File: config.mk
export PLATFORM = sky130hd
export DESIGN_NAME = fpu_arbiter
export DESIGN_NICKNAME = d
export VERILOG_FILES = /design/src/rtl/fpu_arbiter.sv
export SDC_FILE = /design/constraint.sdc
export NUM_CORES = 1
export LEC_CHECK = 0
export ABC_AREA = 1
export BUFFER_PORTS_ARGS = -buffer_cell sky130_fd_sc_hd__buf_2
export CAP_MARGIN = 30
export CORE_MARGIN = 2
export CORE_UTILIZATION = 25
export CTS_CLUSTER_SIZE = 16
export DETAILED_ROUTE_END_ITERATION = 10
export PLACE_DENSITY_LB_ADDON = 0.3
export SYNTH_ARGS = -nofsm -noshare
export SYNTH_HDL_FRONTEND = slang
export SYNTH_SLANG_ARGS = --single-unit
File: constraint.sdc
create_clock -name clock100KHz -period 2.3 [get_ports clock100KHz]
set_input_delay 0.23 -clock clock100KHz [delete_from_list [all_inputs] [get_ports clock100KHz]]
set_output_delay 0.23 -clock clock100KHz [all_outputs]
set_load 0.01 [all_outputs]
File: src/rtl/fpu_arbiter.sv
// Shares one restartable FPU between two requesters with round-robin arbitration; response pulses WAIT_CYCLES+3 cycles after accept.
// Backpressure: ready is held low outside IDLE, nothing is queued, and a requester simply keeps valid high until it is granted.
module fpu_arbiter #(
    parameter int WAIT_CYCLES = 40
) (
    input  logic        clock100KHz,
    input  logic        reset,
    input  logic        req0_valid,
    input  logic [31:0] req0_a,
    input  logic [31:0] req0_b,
    output logic        req0_ready,
    input  logic        req1_valid,
    input  logic [31:0] req1_a,
    input  logic [31:0] req1_b,
    output logic        req1_ready,
    output logic        rsp0_valid,
    output logic        rsp1_valid,
    output logic [31:0] rsp_data,
    output logic [3:0]  rsp_status,
    output logic [31:0] fpu_op_a,
    output logic [31:0] fpu_op_b,
    output logic        fpu_reset,
    input  logic [31:0] fpu_data,
    input  logic [3:0]  fpu_status,
    output logic        busy
);

    typedef enum logic [2:0] {
        S_IDLE,
        S_LAUNCH,
        S_WAIT,
        S_CAPTURE,
        S_RESP
    } state_t;

    localparam logic [7:0] WAIT_LAST = 8'(WAIT_CYCLES - 1);

    state_t     state;
    state_t     state_nxt;
    logic [7:0] wait_cnt;
    logic       last_grant;
    logic       gid;
    logic       accept;

    always_ff @(posedge clock100KHz) begin
        if (!reset) begin
            state <= S_IDLE;
        end else begin
            state <= state_nxt;
        end
    end

    always_comb begin
        state_nxt  = state;
        req0_ready = 1'b0;
        req1_ready = 1'b0;
        busy       = 1'b1;
        fpu_reset  = reset;
        rsp0_valid = 1'b0;
        rsp1_valid = 1'b0;
        case (state)
            S_IDLE: begin
                busy = 1'b0;
                // On a tie, the requester that did not win last time gets the grant.
                if (req0_valid && req1_valid) begin
                    req0_ready = last_grant;
                    req1_ready = !last_grant;
                end else begin
                    req0_ready = req0_valid;
                    req1_ready = req1_valid;
                end
                if (req0_ready || req1_ready) begin
                    state_nxt = S_LAUNCH;
                end
            end
            S_LAUNCH: begin
                fpu_reset = 1'b0;
                state_nxt = S_WAIT;
            end
            S_WAIT: begin
                if (wait_cnt == WAIT_LAST) begin
                    state_nxt = S_CAPTURE;
                end
            end
            S_CAPTURE: begin
                state_nxt = S_RESP;
            end
            S_RESP: begin
                rsp0_valid = !gid;
                rsp1_valid = gid;
                state_nxt  = S_IDLE;
            end
            default: begin
                state_nxt = S_IDLE;
            end
        endcase
    end

    assign accept = req0_ready || req1_ready;

    always_ff @(posedge clock100KHz) begin
        if (!reset) begin
            wait_cnt   <= 8'd0;
            last_grant <= 1'b1;
            gid        <= 1'b0;
            fpu_op_a   <= 32'd0;
            fpu_op_b   <= 32'd0;
            rsp_data   <= 32'd0;
            rsp_status <= 4'd0;
        end else begin
            if (state == S_LAUNCH) begin
                wait_cnt <= 8'd0;
            end else if (state == S_WAIT) begin
                wait_cnt <= wait_cnt + 8'd1;
            end
            if (accept) begin
                last_grant <= req1_ready;
                gid        <= req1_ready;
                fpu_op_a   <= req1_ready ? req1_a : req0_a;
                fpu_op_b   <= req1_ready ? req1_b : req0_b;
            end
            // A status of 0000 means the FPU produced nothing; it is passed on as-is.
            if (state == S_CAPTURE) begin
                rsp_data   <= fpu_data;
                rsp_status <= fpu_status;
            end
        end
    end

endmodule
==> reports/metrics.csv <==
stage;metric;value;unit
status;outcome;completed;
floorplan;initial core utilization;0.2525;
synthesis;post-synthesis register bit count;113;
detailed_routing;drt wl/cell;11.37;um
global_routing;first-pass GRT wire length;27050;um
worst_hold_path;Hold Crit Class;primary input to flop;
sta;clk_skew;0.008525;ns
synthesis;Syn Inst Count;937;
sta;Worst Tran Pin Value;0.6464;ns
global_routing;initial antenna violation count;2;
detailed_routing;via count;5982;
final_layout;Synth-to-Final Area Change;37.01;%
clock_network;H-tree Lvls;4;
synthesis;EDFF count, synth;0;
sta;Fmax;0.5784;GHz
power;Total Power;6917;uW
synthesis;Post-synth top flop;dfxtp_1;
global_routing;vias in the first global route;5353;
clock_network;Clock Sinks;113;
power;Leakage Power;0.004809;uW
synthesis;Avg Inst Size Synth;6.288;um^2
power;PwrDens;856.9;mW/mm^2
sta;setup TNS;0;ns
floorplan;num rows;56;
place;GPL Wtd Cong;0.7583;
detailed_routing;routed wire length;17340;um
power;Peak VDD IR;0.0003749;V
sta;Max-slew headroom;0.5685;
global_routing;GRT Residual Overflow;0;
sta;fin crit share;0.7517;
clock_network;post-CTS resize count;0;
detailed_routing;number of detailed-route iterations in the first pass;4;
synthesis;Unique masters post-synth;22;
global_routing;pin count of the biggest net entering global routing;104;
synthesis;most numerous cell in the Yosys netlist;nand2_1;
worst_setup_path;Slowest-stage cell, CP;dfxtp_1;
synthesis;syn_nets;1106;
synthesis;Post-Syn Area;0.005892;mm^2
floorplan;die width;157.5;um
global_routing;global routing's busiest layer;met2;
synthesis;largest cells by area after synthesis;dfxtp_1 (38%), nand2_1 (22%), inv_1 (13%);
clock_network;CTS clk-pin slew, worst paths;0.06;ns
detailed_routing;DRT antenna net count;0;
global_routing;met3 usage;0.03552;
floorplan;Core ar.;0.02333;mm^2
floorplan;die area;0.02481;mm^2
place;Placement Cell Area;0.007461;mm^2
sta;Slew Limit Fails;0;
final_layout;layout cells sized above 1;0.3104;
synthesis;Synth top cells by count;nand2_1 (348), inv_1 (207), dfxtp_1 (113);
synthesis;Yosys warning count;0;
place;dpl cells;1494;
clock_network;cts-stage hold buffer count;0;
worst_setup_path;Startpoint Class;flop;
worst_setup_path;CP Class;flop to output port;
clock_network;CTS tree;built;
detailed_routing;vias per cell;3.920;
synthesis;Async S/R FF share, synth;0;
clock_network;clk_lat worst skew;0.41;ns
worst_setup_path;Critical Path Fanout Max;6;
clock_network;Post-CTS Repair Setup Buffers;0;
global_routing;GR Util met1;0.1676;
clock_network;clock root buffer;clkbuf_16;
floorplan;die height;157.5;um
synthesis;area fraction of the dominant cell type after synthesis;0.3839;
sta;final setup violation count;0;
global_routing;met2 Resource Use GR;0.2331;
worst_setup_path;CP required;2.07;ns
clock_network;CTS max path bufs;2;
global_routing;Total GRT Usage;0.1387;
final_layout;non-filler cells, final;1526;
final_layout;final net count;1363;
detailed_routing;DRC;0;
clock_network;cts bufs inserted;17;
flow_run;total of max-cap violations;0;
final_layout;final core occ;0.3460;
floorplan;Ports;274;
worst_setup_path;crit-path max cell delay;0.33;ns
place;HPWL Detailed;11850;um
synthesis;Synth area leader;dfxtp_1;
sta;RSZ-0062 raised after global routing;no;
place;Port-buffer cells;273;
worst_setup_path;nature of the critical path endpoint;output port;
worst_setup_path;crit-path cells;inv_2, nand3_1, nand2_1, inv_1, buf_2;
synthesis;sequential area share after synthesis;0.3839;
worst_setup_path;CP arrival;1.50;ns
final_layout;post-route cell area;0.008073;mm^2
detailed_routing;Iter 0 DRT Violations;314;
sta;Final min period;1.729;ns
sta;Fin. Hold Viols;0;
## layer usage
layer | part of all wire | vias up
met2 | 0.48 | 155
met1 | 0.44 | 2583
li1 | - | 3222
met5 | 0 | -
met3 | 0.057 | 22
met4 | 0.024 | 0
## worst max-delay path, delay by kind of cell (launching register included)
family | cells | cell delay (ns)
AND/OR/NAND/NOR | 2 | 0.35
buffers and inverters | 3 | 0.42
flip-flops | 1 | 0.33
## kinds of logic (layout without fill, tap and decap cells)
| family | after synthesis | after routing | synth area share |
|---|---|---|---|
| other | 0 | 2 | 0 |
| buffers and inverters | 258 | 526 | 0.1886 |
| flip-flops | 113 | 113 | 0.3839 |
| AO/OA/AOI/OAI | 112 | 112 | 0.1278 |
| AND/OR/NAND/NOR | 453 | 453 | 0.2975 |
| adder cells (fa/ha/maj) | 1 | 1 | 0.002123 |
## report_power, final
| group | leakage [uW] | switching (uW) | internal, uW |
|---|---|---|---|
| Clock | 0.000294 | 948 | 1820 |
| Combinational | 0.00359 | 1130 | 657 |
| Sequential | 0.000930 | 127 | 2230 |
## placed cells by master, fill, tap and decap left out, types with 4 or more instances in the layout
| master | instances |
|---|---|
| clkbuf_16 | 17 |
| nor2_1 | 88 |
| bufinv_16 | 4 |
| nand3_1 | 10 |
| buf_2 | 272 |
| clkinv_2 | 5 |
| a21oi_1 | 21 |
| nand2_1 | 348 |
| inv_2 | 5 |
| a21oi_2 | 50 |
| dfxtp_1 | 113 |
| buf_4 | 9 |
| inv_1 | 207 |
| o21ai_0 | 38 |
## final timing paths
| kind | start | to | slack [ns] | cells after the start |
|---|---|---|---|---|
| hold reg to reg | wait_cnt[7] | wait_cnt[7] | 0.48 | 2 |
| hold / removal | fpu_data[10] | rsp_data[10] | 0.04 | 3 |
| setup reg to reg | state[2] | fpu_op_b[16] | 0.80 | 8 |
| setup / recovery | state[1] | fpu_reset | 0.57 | 5 |
## state kept, by name (all words and copies together), names as in the netlist
name        cells
gid             1
rsp_data       32
last_grant      1
rsp_status      4
state           3
fpu_op_b       32
wait_cnt        8
fpu_op_a       32
## per-stage QoR
step                      hold WS (ns)  worst slack [ns]
after floorplan                 0.3649             1.087
after global routing           0.03101            0.4699
after CTS                      0.01909            0.5294
after global placement          0.4506            0.8065
final                          0.04177            0.5712
after detailed placement        0.4585            0.7843
## cell type report
class,instances,area [um^2]
tap,319,399.1
multi-input combinational,566,2530
inverter,213,800.8
antenna,2,5.005
timing repair buffer,283,1469
clock inverter,11,163.9
fill,2570,15260
clock buffer,19,442.9
sequential,113,2262
Power figures use the tool's default switching activity.
